`src/rtl/prime_request_gen.sv`:
```
// Request stage for the 7-bit next-prime finder: issues an LFSR candidate on a start edge,
// waits a fixed search window, then captures the finder result with a done strobe.
module prime_request_gen #(
   parameter int unsigned WAIT_CYCLES = 3000
) (
   input  logic       clk,
   input  logic       rst,
   input  logic       start,
   input  logic       seed_load,
   input  logic [6:0] seed,
   input  logic [6:0] prime_in,
   output logic [6:0] Q_in,
   output logic       FindPrime,
   output logic [6:0] prime_out,
   output logic       done,
   output logic       busy
);

   localparam logic [1:0]  S_IDLE    = 2'd0;
   localparam logic [1:0]  S_ISSUE   = 2'd1;
   localparam logic [1:0]  S_WAIT    = 2'd2;
   localparam logic [1:0]  S_DONE    = 2'd3;
   localparam logic [15:0] WCNT_LAST = 16'(WAIT_CYCLES - 32'd1);

   logic [1:0]  state_q, state_d;
   logic [6:0]  lfsr_q, lfsr_d;
   logic        start_prev_q;
   logic [15:0] wcnt_q, wcnt_d;
   logic [6:0]  q_in_q, q_in_d;
   logic [6:0]  prime_q, prime_d;
   logic        find_q, find_d;
   logic        done_q, done_d;
   logic        busy_q;
   logic        req_s;

   assign req_s = start & ~start_prev_q;

   // LFSR next value: a seed load wins over the shift, and zero is never loaded
   always_comb begin
      lfsr_d = {lfsr_q[5:0], lfsr_q[6] ^ lfsr_q[5]};
      if (seed_load) begin
         if (seed == 7'h00) begin
            lfsr_d = 7'h01;
         end else begin
            lfsr_d = seed;
         end
      end else begin
         lfsr_d = {lfsr_q[5:0], lfsr_q[6] ^ lfsr_q[5]};
      end
   end

   // Request/result sequencing; the candidate is taken from the pre-shift LFSR value
   always_comb begin
      state_d = state_q;
      wcnt_d  = wcnt_q;
      q_in_d  = q_in_q;
      prime_d = prime_q;
      find_d  = find_q;
      done_d  = done_q;
      case (state_q)
         S_IDLE: begin
            if (req_s) begin
               q_in_d  = lfsr_q;
               find_d  = 1'b1;
               state_d = S_ISSUE;
            end else begin
               state_d = S_IDLE;
            end
         end
         S_ISSUE: begin
            find_d  = 1'b0;
            wcnt_d  = 16'd0;
            state_d = S_WAIT;
         end
         S_WAIT: begin
            if (wcnt_q == WCNT_LAST) begin
               prime_d = prime_in;
               done_d  = 1'b1;
               state_d = S_DONE;
            end else begin
               wcnt_d  = wcnt_q + 16'd1;
            end
         end
         S_DONE: begin
            done_d  = 1'b0;
            state_d = S_IDLE;
         end
         default: begin
            find_d  = 1'b0;
            done_d  = 1'b0;
            state_d = S_IDLE;
         end
      endcase
   end

   // State and output registers; reset aborts any request in flight
   always_ff @(posedge clk or negedge rst) begin
      if (!rst) begin
         state_q      <= S_IDLE;
         lfsr_q       <= 7'h01;
         start_prev_q <= 1'b0;
         wcnt_q       <= 16'd0;
         q_in_q       <= 7'h00;
         prime_q      <= 7'h00;
         find_q       <= 1'b0;
         done_q       <= 1'b0;
         busy_q       <= 1'b0;
      end else begin
         state_q      <= state_d;
         lfsr_q       <= lfsr_d;
         start_prev_q <= start;
         wcnt_q       <= wcnt_d;
         q_in_q       <= q_in_d;
         prime_q      <= prime_d;
         find_q       <= find_d;
         done_q       <= done_d;
         busy_q       <= (state_d != S_IDLE);
      end
   end

   assign Q_in      = q_in_q;
   assign FindPrime = find_q;
   assign prime_out = prime_q;
   assign done      = done_q;
   assign busy      = busy_q;

endmodule

```
`config.mk`:
```
export PLATFORM = sky130hd
export DESIGN_NAME = prime_request_gen
export DESIGN_NICKNAME = d
export VERILOG_FILES = /design/src/rtl/prime_request_gen.sv
export SDC_FILE = /design/constraint.sdc
export NUM_CORES = 1
export LEC_CHECK = 0
export ABC_AREA = 1
export CORE_MARGIN = 4
export CORE_UTILIZATION = 40
export CTS_CLUSTER_SIZE = 28
export DETAILED_ROUTE_END_ITERATION = 16
export GPL_ROUTABILITY_DRIVEN = 0
export SLEW_MARGIN = 20
export SYNTH_ARGS = -nofsm -noshare
export SYNTH_HDL_FRONTEND = slang
export SYNTH_SLANG_ARGS = --single-unit
```
`constraint.sdc`:
```
create_clock -name clk -period 1.6 [get_ports clk]
set_clock_uncertainty 0.1 [all_clocks]
set_input_delay 0.4 -clock clk [delete_from_list [all_inputs] [get_ports clk]]
set_output_delay 0.4 -clock clk [all_outputs]
set_load 0.01 [all_outputs]
```
# Yosys cells after proc, flatten, opt, wreduce, memory -nomap -nowiden
# Cells that the tools add are included.
totals:
  wordCells: 42
  input_bits: 18
  ff_bits: 43
  out_inout_bits: 17
classes:
  n_mux: 11
  reduce_logical: 11
  eq_ne: 7
  n_addsub: 1
  n_bitwise: 3
op_table:
  columns: ["cell", "count"]
  rows:
  - ["$pmux W16 S2", 1]
  - ["$add A16 B1 Y16 const B", 1]
  - ["$eq A16 B12 Y1 const B", 1]
  - ["$mux W16", 1]
  - ["$mux W7", 2]
  - ["$reduce_and A2 Y1", 5]
  - ["$pmux W2 S4", 1]
  - ["$reduce_bool A2 Y1", 4]
  - ["$logic_not A7 Y1", 1]
  - ["$ne A2 B2 Y1 const B", 3]
  - ["$eq A2 B2 Y1 const B", 2]
  - ["$pmux W1 S2", 2]
  - ["$mux W1", 3]
  - ["$eq A2 B1 Y1 const B", 1]
  - ["$logic_not A2 Y1", 1]
  - ["$mux W2", 1]
  - ["$and A1 B1 Y1", 1]
  - ["$not A1 Y1", 1]
  - ["$xor A1 B1 Y1", 1]

# Logic depth before layout (Yosys ltp)
# Gate-level depths: netlist of run 1.
depth:
  ltp_word: 5
  mapped_depth: 9
  mapped_depth_nobuf: 9

# Worst setup path before layout of run 1
# OpenSTA, ideal clock, no wires.
synth_path:
  path_type: "reg-to-reg"
  startpoint: "register state_q[0]"
  endpoint: "register wcnt_q[8]"
  slack_ns: 0.071
  synth_period_minus_slack_ns: 1.529
  setup_time_ns: 0.065
  path_buffers: 1
  t_arrival_ns: 1.364
  required_time_ns: 1.435
  path_stages_with_launch: 8
  path_cell_list: "dfrtp_1 > inv_1 > ha_1 > nor2_1 > inv_2 > buf_2 > nand3_1 > nand2_1"
synth_via:
  elab_chain_len: 3
  word_cells_on_any_way: 6
  cone_classes: "eq/ne: 3; mux: 1; reduce/logical: 2"
synth_rtl:
  columns: ["item", "line", "text"]
  rows:
  - ["start, declared", "25", "logic [1:0] state_q, state_d;"]
  - ["start signal, assigned", "109", "state_q <= state_d;"]
  - ["$eq A2 B2 Y1 / $eq A2 B1 Y1 (equally long branches)", "60", "case (state_q)"]
  - ["$ne A2 B2 Y1 (no source line) / $reduce_bool A2 Y1 (equally long branches)", null, null]
  - ["$reduce_and A2 Y1 (no source line)", null, null]
  - ["end signal, assigned", "112", "wcnt_q <= wcnt_d;"]
  - ["end, declared", "28", "logic [15:0] wcnt_q, wcnt_d;"]
# Several ways; a longest one is shown, not always the timed one.
# A chain may end at the register's enable or synchronous reset.

# Final worst setup path of run 1
layout_path:
  startpoint: "register wcnt_q[14]"
  endpoint: "register wcnt_q[12]"
layout_via:
  elab_chain_len: 3
layout_rtl:
  columns: ["item", "line", "text"]
  rows:
  - ["$eq A16 B12 Y1", "76", "if (wcnt_q == WCNT_LAST) begin"]
  - ["$ne A2 B2 Y1 (no source line)", null, null]
  - ["$reduce_and A2 Y1 (no source line)", null, null]
# Every way passes these cells.

==> results.py, run 1 <==
metrics = {
    "synth": {
        "ys_ff_latch": 43,
        "netlist_instances": 271,
        "syn_nets": 295,
        "synth_cell_types": 27,
        "ys_warn_count": 0,
        "mappedNetlistArea_mm2": 0.00217,
        "syn_avg_cell_area_um2": 8.02,
        "synth_seq_area_share_pct": 49.6,
    },
    "global_route": {
        "antenna_found_initial": 0,
        "grt_pass1_wl_um": 8470,
        "use_met2_pct": 26.1,
        "overflow": 0,
        "met1_usage_pct": 22.2,
        "grtUsageTotal_pct": 16.5,
        "grt_pass1_vias": 1815,
        "met3_usage_pct": 4.06,
        "grt_max_degree": 33,
        "top_usage_layer": "met2",
    },
    "floorplan": {
        "die-area_mm2": 0.00668,
        "die_w_um": 81.7,
        "io_pins": 35,
        "coreArea_mm2": 0.00517,
        "start_util_pct": 42.0,
        "core.rowCount": 26,
        "fp.dieH_um": 81.7,
    },
    "min_path": {
        "hold_depth": 2,
        "min-delay-start": "prime_out[1]$_DFFE_PN0P_",
        "hold_path.class": "reg2reg",
        "min_to": "prime_out[1]$_DFFE_PN0P_",
    },
    "finish": {
        "final_cells": 406,
        "drive_gt1_share_pct": 17.3,
        "final-seq-area_mm2": 0.00108,
        "fill_cells": 491,
        "area_growth_pct": 36.8,
        "nNetsFinal": 359,
        "multiInputGateArea_mm2": 0.00100,
        "antenna_cells": 0,
    },
    "placed_design": {
        "place_inst": 393,
        "hpwl_um": 3650,
        "io_buffers": 34,
    },
    "sta": {
        "finalWorstPathRequiredPeriod_ns": 1.52,
        "tightest_slew_ns": 0.371,
        "relSlewSlack_pct": 75.2,
        "finalHoldViolCount": 0,
        "fmax_mhz": 658,
        "final.period_utilization_pct": 94.9,
        "final-setup-viol-count": 0,
        "drv_slew": 0,
    },
    "job": {
        "maxCapViolCount": 0,
    },
    "critical_path": {
        "critPathArrivalTime_ns": 1.62,
        "rrSetupSlack_ns": 0.08,
        "crit_buf_inv": 2,
        "setup.worst_path.end_class": "flop",
        "slowest_delay_ns": 0.42,
        "r2r-start": "wcnt_q[14]$_DFFE_PN0P_",
        "cp_common_cell": "nand2_1",
        "rr_worst_depth": 9,
        "setup.worst_path.class": "reg2reg",
        "timing.rr.end": "wcnt_q[12]$_DFFE_PN0P_",
        "critical-path-top-delay-family": "simple AND/OR/NAND/NOR gates",
        "startpoint_type": "flop",
        "crit_slowest_cell": "dfrtp_1",
        "path_cells": "inv_1 -> nand3_1 -> nor2_4 -> nand2_4 -> nand2_8 -> buf_12 -> nor2_1 -> nand2_1 -> nand2_1",
        "crit_path_max_fanout": 8,
        "worst-path-stages": 9,
        "required_ns": 1.70,
    },
    "detailed_routing": {
        "num_vias": 1909,
        "ant_nets": 0,
        "via_per_inst": 4.70,
        "wl_um": 4970,
        "first_pass_iters": 4,
        "drt_iter0_drc": 98,
        "wl_per_cell_um": 12.2,
        "drc": 0,
    },
    "clock_tree": {
        "cts_sinks": 43,
        "cts_tree": "yes",
        "numCtsBuffers": 5,
        "cts_buffer_depth": 2,
        "h-tree-depth": 2,
        "clk_pin_slew_ns": 0.09,
        "cts_root_buf": "clkbuf_8",
        "insertion_delay_ns": 0.30,
    },
    "pwr": {
        "power_density_mw_per_mm2": 706,
        "power.total_uw": 2100,
        "leakagePower_uw": 0.00143,
        "ir_worst_vdd_uv": 555,
    },
    "run_status": {
        "status": "complete, no violations",
    },
}
worst max path at each step:
stage                           start                        to  slack, ns
2_1_floorplan    state_q[0]$_DFF_PN0_     wcnt_q[8]$_DFFE_PN0P_       0.07
5_1_grt          state_q[1]$_DFF_PN0_    wcnt_q[13]$_DFFE_PN0P_      -0.03
6_report       wcnt_q[14]$_DFFE_PN0P_    wcnt_q[12]$_DFFE_PN0P_       0.08
3_5_place_dp                    start       Q_in[5]$_DFFE_PN0P_      -0.06
4_1_cts          state_q[0]$_DFF_PN0_  prime_out[1]$_DFFE_PN0P_      0.001
3_3_place_gp                    start     FindPrime$_DFFE_PN0P_      -0.02
cells by family (layout without fill, tap and decap cells):
| family | Yosys count | in the layout | share of synthesized area, % |
|---|---|---|---|
| and+or+nand+nor | 164 | 164 | 33.2 |
| DFF | 43 | 43 | 49.6 |
| muxes | 2 | 2 | 1.04 |
| buffers and inverters | 31 | 96 | 6.04 |
| adders and majority gates | 6 | 6 | 3.45 |
| xor gates and xnor gates | 4 | 4 | 1.61 |
| AOI/OAI and AO/OA | 21 | 21 | 5.07 |
state kept, by name, summed over array words and instances, names as in the netlist:
name,count
FindPrime,1
start_prev_q,1
done,1
prime_out,7
busy,1
lfsr_q,7
state_q,2
wcnt_q,16
Q_in,7
placed cells by master (no fill, tap or decap):
| cell type | n |
|---|---|
| buf_12 | 3 |
| buf_2 | 1 |
| buf_4 | 23 |
| bufinv_16 | 1 |
| clkbuf_16 | 1 |
| clkbuf_8 | 5 |
| clkdlybuf4s50_1 | 16 |
| clkinv_2 | 1 |
| clkinv_4 | 1 |
| clkinvlp_4 | 1 |
| dfrtp_1 | 42 |
| dfstp_2 | 1 |
| dlygate4sd2_1 | 17 |
| dlygate4sd3_1 | 1 |
| ha_1 | 5 |
| ha_2 | 1 |
| inv_1 | 20 |
| inv_2 | 3 |
| inv_4 | 1 |
| inv_6 | 1 |
| mux2_2 | 2 |
| nand2_1 | 86 |
| nand2_4 | 2 |
| nand2_8 | 1 |
| nand3_1 | 33 |
| nand3_2 | 1 |
| nand3_4 | 1 |
| nand3b_1 | 2 |
| nand4_1 | 6 |
| nor2_1 | 24 |
| nor2_2 | 4 |
| nor2_4 | 2 |
| nor3_1 | 1 |
| o211ai_1 | 1 |
| o21ai_0 | 19 |
| o21bai_1 | 1 |
| or2_2 | 1 |
| xnor2_1 | 1 |
| xor2_1 | 3 |
final cells by class:
| type | instances | share of cell area [%] |
|---|---|---|
| sequential | 43 | 36.2 |
| multi-input combinational | 197 | 33.8 |
| timing repair buffer | 62 | 19.6 |
| inverter | 26 | 3.54 |
| tap | 70 | 2.95 |
| clock buffer | 5 | 2.31 |
| clock inverter | 3 | 1.60 |
stage by stage:
stage	utilization (%)	cell area (µm²)	hold WS, ns	setup TNS [ns]	setup slack, ns
floorplan	-	2170	0.00441	0	0.0706
CTS	55.4	2870	0.384	0	0.00127
global route	57.5	2970	0.421	-0.112	-0.0294
detailed placement	53.4	2760	0.205	-0.150	-0.0613
global placement	53.4	2760	0.207	-0.0181	-0.0179
finish	57.5	2970	0.376	0	0.0810
Yosys cell counts:
master | n | area share (%)
xor2_1 | 3 | 1.2
nor3_1 | 1 | 0.23
dfrtp_1 | 42 | 48
nor2_1 | 28 | 4.8
o211ai_1 | 1 | 0.35
nand2_1 | 86 | 15
dfstp_2 | 1 | 1.2
nand2_2 | 1 | 0.29
buf_8 | 1 | 0.69
inv_2 | 1 | 0.17
o21bai_1 | 1 | 0.35
clkinv_2 | 1 | 0.23
nand2_4 | 1 | 0.52
nand3b_1 | 2 | 0.69
inv_1 | 24 | 4.1
o21ai_0 | 19 | 4.4
nand4_1 | 6 | 1.7
clkbuf_1 | 2 | 0.35
buf_2 | 2 | 0.46
ha_1 | 6 | 3.5
xnor2_1 | 1 | 0.40
nand3_1 | 34 | 7.8
nor2_2 | 2 | 0.58
or2_2 | 1 | 0.29
nand2_8 | 1 | 0.92
mux2_2 | 2 | 1.0
nand3_2 | 1 | 0.46
power by group:
| group | leakage, µW | internal [µW] | total, µW | switching (µW) |
|---|---|---|---|---|
| Sequential | 0.000527 | 1110 | 1110 | 7.06 |
| Clock | 0.0000587 | 473 | 882 | 409 |
| Combinational | 0.000847 | 53.9 | 104 | 49.9 |
worst min-delay path, cell delays in order, from the launching register on:
cell and delay [ns]:
dfrtp_1 0.34, nand2_1 0.05, nand2_1 0.05
timing repair:
item,CTS,global route
hold buffers,1,0
endpoints found under the setup margin,17,23
resized for setup,17,15
pin swaps,0,4
setup buffers,0,3
hold endpoints to repair,11,0
cloned,0,1
routing by layer:
metal	part of all wire [%]	wire, µm
met5	0	0
met4	1.6	82
met3	3.8	189
met2	47	2360
met1	47	2350
Power figures use the tool's default switching activity.
==> inputs of run 2 (changes only) <==
- CAP_MARGIN: unset -> 10
==> results of run 2 <==
Final layout, timing and power as in run 1 (identical DEF).
==> inputs of run 3 (changes only) <==
- ABC_CLOCK_PERIOD_IN_PS: unset -> 1600
- HOLD_SLACK_MARGIN: unset -> 0.12
==> results of run 3 <==
Final layout, timing and power as in run 1 (identical DEF).
==> patch 1, RTL diff (settings of run 2) <==
Register the inputs `start`, `seed_load`, `seed` and `prime_in` before use, with the module's reset. The logic sees them one clock later.
--- a/src/rtl/prime_request_gen.sv
+++ b/src/rtl/prime_request_gen.sv
@@ -22,6 +22,25 @@
    localparam logic [1:0]  S_DONE    = 2'd3;
    localparam logic [15:0] WCNT_LAST = 16'(WAIT_CYCLES - 32'd1);
 
+   logic start_q;
+   logic seed_load_q;
+   logic [6:0] seed_q;
+   logic [6:0] prime_r;
+
+   always_ff @(posedge clk or negedge rst) begin
+      if (!rst) begin
+         start_q     <= '0;
+         seed_load_q <= '0;
+         seed_q      <= '0;
+         prime_r     <= '0;
+      end else begin
+         start_q     <= start;
+         seed_load_q <= seed_load;
+         seed_q      <= seed;
+         prime_r     <= prime_in;
+      end
+   end
+
    logic [1:0]  state_q, state_d;
    logic [6:0]  lfsr_q, lfsr_d;
    logic        start_prev_q;
@@ -33,16 +52,16 @@
    logic        busy_q;
    logic        req_s;
 
-   assign req_s = start & ~start_prev_q;
+   assign req_s = start_q & ~start_prev_q;
 
    // LFSR next value: a seed load wins over the shift, and zero is never loaded
    always_comb begin
       lfsr_d = {lfsr_q[5:0], lfsr_q[6] ^ lfsr_q[5]};
-      if (seed_load) begin
-         if (seed == 7'h00) begin
+      if (seed_load_q) begin
+         if (seed_q == 7'h00) begin
             lfsr_d = 7'h01;
          end else begin
-            lfsr_d = seed;
+            lfsr_d = seed_q;
          end
       end else begin
          lfsr_d = {lfsr_q[5:0], lfsr_q[6] ^ lfsr_q[5]};
@@ -74,7 +93,7 @@
          end
          S_WAIT: begin
             if (wcnt_q == WCNT_LAST) begin
-               prime_d = prime_in;
+               prime_d = prime_r;
                done_d  = 1'b1;
                state_d = S_DONE;
             end else begin
@@ -108,7 +127,7 @@
       end else begin
          state_q      <= state_d;
          lfsr_q       <= lfsr_d;
-         start_prev_q <= start;
+         start_prev_q <= start_q;
          wcnt_q       <= wcnt_d;
          q_in_q       <= q_in_d;
          prime_q      <= prime_d;
Behaviour: not the same (Yosys sat finds a counterexample within 4 cycles, from zero or initial values and one cycle with rst low).
==> patch 1 against run 2 <==
Maximum frequency decreased by 3.8%; synthesized area is 22% higher; worst hold slack worse by 0.024 ns; wire length grew 11%; critical path depth increased by 1; via count rose by 11%; sequential cell count rose by 16; critical path type unchanged; sequential share of layout area increased by 5.7 points; cell area grew 19%; count of clock-buffer cells in the layout is 5 higher; worst setup slack got worse by 0.061 ns; synthesized cell count increased by 10%.
Power is not compared: it rests on default switching activity, and its combinational part moved more than twofold at a synthesized area within 25%.
==> patch 1: results <==
{
  "largest_reg_flops": 16,
  "async_flop_share_pct": 100,
  "insertion_delay_ns": 0.33,
  "cpPeakStageDelay_ns": 0.36,
  "synth_cell_type_count": 24,
  "rrSetupSlack_ns": 0.02,
  "max-clock-path-buffers": 2,
  "drive_above_1_share_pct": 20.8,
  "hold_depth": 0,
  "cp_data_arrival_time_ns": 1.69,
  "vdd_drop_max_v": 0.000971,
  "port_buffers": 34,
  "reg2regPathDepth": 10,
  "crit_path_max_fanout": 5,
  "grt_max_degree": 17,
  "num-fill-cells": 568,
  "worst_hold_path_type": "reg -> reg",
  "dr.pass1.iters": 4,
  "wl_per_cell_um": 12.4,
  "cp_top_family": "simple AND/OR/NAND/NOR gates",
  "crit_slowest_cell": "dfrtp_1",
  "globalRouteOverflowTotal": 0,
  "tightest_slew_ns": 0.388,
  "grt_pass1_wl_mm": 9.56,
  "synthTopCellsByArea": "dfrtp_1, nand2_1, nand3_1",
  "clkSlewWorstSetupHoldPaths_ns": 0.06,
  "antennaDiodeCount": 0,
  "grt_util_all_layers_pct": 15.9,
  "hold_ws_ns": 0.352,
  "p_leak_nw": 1.76,
  "synth_nets": 323,
  "layout.nets": 386,
  "grt_pass1_vias": 2183,
  "dp_slack_ns": -0.00226,
  "hpwl_mm": 3.93,
  "cts_max_level": 3,
  "vias": 2113,
  "first_iter_violations": 99,
  "outcome": "complete, no violations",
  "ys_seq_area_share_pct": 55.7,
  "cts_buffers": 9,
  "yosysWarnings": 0,
  "finalWorstSetupSlack_ns": 0.0205,
  "antenna_found_initial": 0,
  "cts-root-buf": "clkbuf_8",
  "synth_commonest_cells": "nand2_1, dfrtp_1, nand3_1",
  "top_register": "wcnt_q"
}
patch 1: changes by cell type after synthesis, moves of 3 or more:
| cell | change |
|---|---|
| buf_6 | +3 |
| dfrtp_1 | +16 |
| inv_1 | +8 |
| nand2_1 | -9 |
| o21ai_2 | +10 |
patch 1: cells by family (layout without fill, tap and decap cells):
kind of cell,count (synthesis),after routing,share of synthesized area [%]
AOI/OAI and AO/OA,29,29,7.07
xor gates and xnor gates,4,4,1.32
and+or+nand+nor,158,158,25.8
adders and majority gates,6,6,2.83
buffers and inverters,42,109,6.93
muxes,1,1,0.424
DFF,59,59,55.7
patch 1: area by class of cell:
| type | count | area (um^2) | share of cell area, % |
|---|---|---|---|
| repair buffers | 59 | 541 | 15.3 |
| clock buffers | 10 | 128 | 3.61 |
| clock inverters | 5 | 78.8 | 2.23 |
| flip-flops and latches | 59 | 1480 | 41.9 |
| multi-input cells | 198 | 1080 | 30.5 |
| well taps | 77 | 96.3 | 2.73 |
| inverters | 35 | 131 | 3.72 |
patch 1: timing repair:
action / CTS / global route
pin swaps: 0 / 7
hold buffers: 1 / 0
gates cloned: 0 / 1
setup buffers: 0 / 5
resized for setup: 18 / 27
endpoints found under the hold margin: 11 / 0
endpoints found under the setup margin: 18 / 24
patch 1: metrics by stage:
stage	TNS, ns	instances	instance area [um^2]	util (%)
detailed placement	-0.00226	421	3190	50.0
global placement	0	421	3190	50.0
global route	-0.482	443	3530	55.3
finish	0	443	3530	55.3
CTS	0	437	3390	53.2
floorplan	0	299	2660	-
patch 1: worst paths after layout:
kind,end,start
min reg2reg,start_prev_q,start_q
max in group asynchronous,prime_out[6],rst
min in group asynchronous,Q_in[4],rst
max reg2reg,done,wcnt_q[1]
min,start_prev_q,start_q
max,done,wcnt_q[1]
patch 1: metal layers:
metal	global-route usage, %	vias up	share of wire (%)
met5	0	-	0
met4	7.44	0	1.7
met3	5.62	10	5.8
met2	25.6	58	47
met1	19.0	967	46
li1	-	1078	-
patch 1: power breakdown:
part	internal, mW	switching (mW)	total [mW]
registers	1.71	0.141	1.85
clock network	0.865	0.558	1.42
logic	0.603	0.759	1.36
==> patch 2, RTL diff (flow settings as in run 2) <==
Made on the original files. Set the parameter `WAIT_CYCLES` to 1500 (it was 3000).
--- a/src/rtl/prime_request_gen.sv
+++ b/src/rtl/prime_request_gen.sv
@@ -1,7 +1,7 @@
 // Request stage for the 7-bit next-prime finder: issues an LFSR candidate on a start edge,
 // waits a fixed search window, then captures the finder result with a done strobe.
 module prime_request_gen #(
-   parameter int unsigned WAIT_CYCLES = 3000
+   parameter int unsigned WAIT_CYCLES = 1500
 ) (
    input  logic       clk,
    input  logic       rst,
Check against the original RTL: same outputs for any inputs over 10 cycles, from zero or initial values and one cycle with rst low; that may be too few to reach the edited logic, so the function may still have changed.
==> patch 2 against run 2 <==
Via count is 1.3% higher; synthesized area is 5.1% higher; worst setup slack better by 0.0059 ns; critical path type unchanged; wire length is 2.4% lower; first-iteration DRC count down 13%; global-route usage down 1.2 points; largest power group unchanged; sequential share of layout area fell by 0.30 points; power is 1.2% higher; sequential cell count unchanged; cell area increased by 1.2%; largest cell class unchanged.
==> patch 2: results <==
{
  "grt_pass1_wl_mm": 8.77,
  "use_met2_pct": 25.6,
  "yosysWarnings": 0,
  "tightest_slew_ns": 0.375,
  "crit_path_max_fanout": 15,
  "num-fill-cells": 546,
  "outcome": "complete, no violations",
  "grt_use_met1_pct": 19.7,
  "gr-usage-met3_pct": 3.65,
  "synth_cell_type_count": 28,
  "cp_data_arrival_time_ns": 1.60,
  "synth-main-ff-cell": "dfrtp_1",
  "first_iter_violations": 85,
  "ys_seq_area_share_pct": 47.2,
  "final.setup.tns_ns": 0,
  "antenna_found_initial": 0,
  "vdd_drop_max_v": 0.000461,
  "hpwl_mm": 3.69,
  "dp_slack_ns": 0.0257,
  "grt_util_all_layers_pct": 15.4,
  "vias_per_cell": 4.60,
  "cts_buffers": 5,
  "drive_above_1_share_pct": 17.8,
  "grt_max_degree": 31,
  "p_leak_nw": 1.52,
  "rrSetupSlack_ns": 0.09,
  "top_register": "wcnt_q",
  "async_flop_share_pct": 100,
  "grt_pass1_vias": 1924,
  "antennaDiodeCount": 0,
  "insertion_delay_ns": 0.30,
  "port_buffers": 34,
  "layout.nets": 371,
  "synth_nets": 313,
  "crit_slowest_cell": "dfrtp_1",
  "wl_per_cell_um": 11.6,
  "synth_commonest_cells": "nand2_1, dfrtp_1, inv_1, nand3_1, nor2_1",
  "worst_hold_path_type": "reg -> reg",
  "largest_reg_flops": 16,
  "cp_top_family": "buffers and inverters",
  "hold_ws_ns": 0.385,
  "timing.final.crit_share_pct": 94.6,
  "p_total_mw": 2.12,
  "synthTopCellsByArea": "dfrtp_1, nand2_1, nand3_1"
}
==> patch 2: cell families after synthesis <==
group	count (synthesis)	synth area share, %
buf+inv	45	8.33
xor+xnor	1	0.384
compound gates	26	7.40
fa+ha+maj	6	3.29
flops	43	47.2
mux	1	0.493
simple gates	167	32.9
==> patch 2: power by group <==
group          internal (mW)  switching, mW
sequential              1.11        0.00652
combinational         0.0555         0.0540
clock                  0.514          0.389
total                   1.68          0.449
==> patch 2: stage by stage <==
stage | std cells | util (%) | cell area [um^2]
2_1_floorplan | 289 | - | 2290
6_report | 420 | 54.6 | 3010
4_1_cts | 416 | 53.4 | 2940
3_5_place_dp | 407 | 51.4 | 2830
3_3_place_gp | 407 | 51.4 | 2830
5_1_grt | 420 | 54.6 | 3010
==> patch 2: layout make-up <==
cell class / instances / share of cell area [%]
Tap cell: 72 / 3.00
Clock inverter: 2 / 1.29
Multi-Input combinational cell: 201 / 34.9
Inverter: 39 / 4.87
Timing Repair Buffer: 57 / 17.2
Clock buffer: 6 / 2.75
Sequential cell: 43 / 35.9
==> patch 2: timing repair <==
action,in CTS,in global routing
endpoints found under the setup margin,17,25
endpoints found under the hold margin,13,0
pin swaps,0,3
gates resized for setup,17,14
hold buffers,1,0
buffers inserted,0,4
gates cloned,0,0
==> patch 2: tightest hold or removal path: stages, from the launching register on <==
cell and delay, ns:
dfrtp_1 0.35, nand2_1 0.06, o21ai_2 0.05
==> patch 2: routing by layer <==
metal	share of wire (%)	vias to the layer above	wire [um]
met1	47	872	2300
met4	1.7	0	81
li1	-	1028	-
met2	47	26	2290
met3	3.6	7	177
met5	0	-	0
==> patch 2: final timing paths <==
path / from / to / depth (start not counted)
setup / recovery: state_q[0] / prime_out[4] / 7
hold / removal: prime_out[6] / prime_out[6] / 2
setup reg to reg: state_q[0] / prime_out[4] / 7
hold reg to reg: prime_out[6] / prime_out[6] / 2
max in group asynchronous: rst / lfsr_q[0] / 3
min in group asynchronous: rst / prime_out[3] / 2
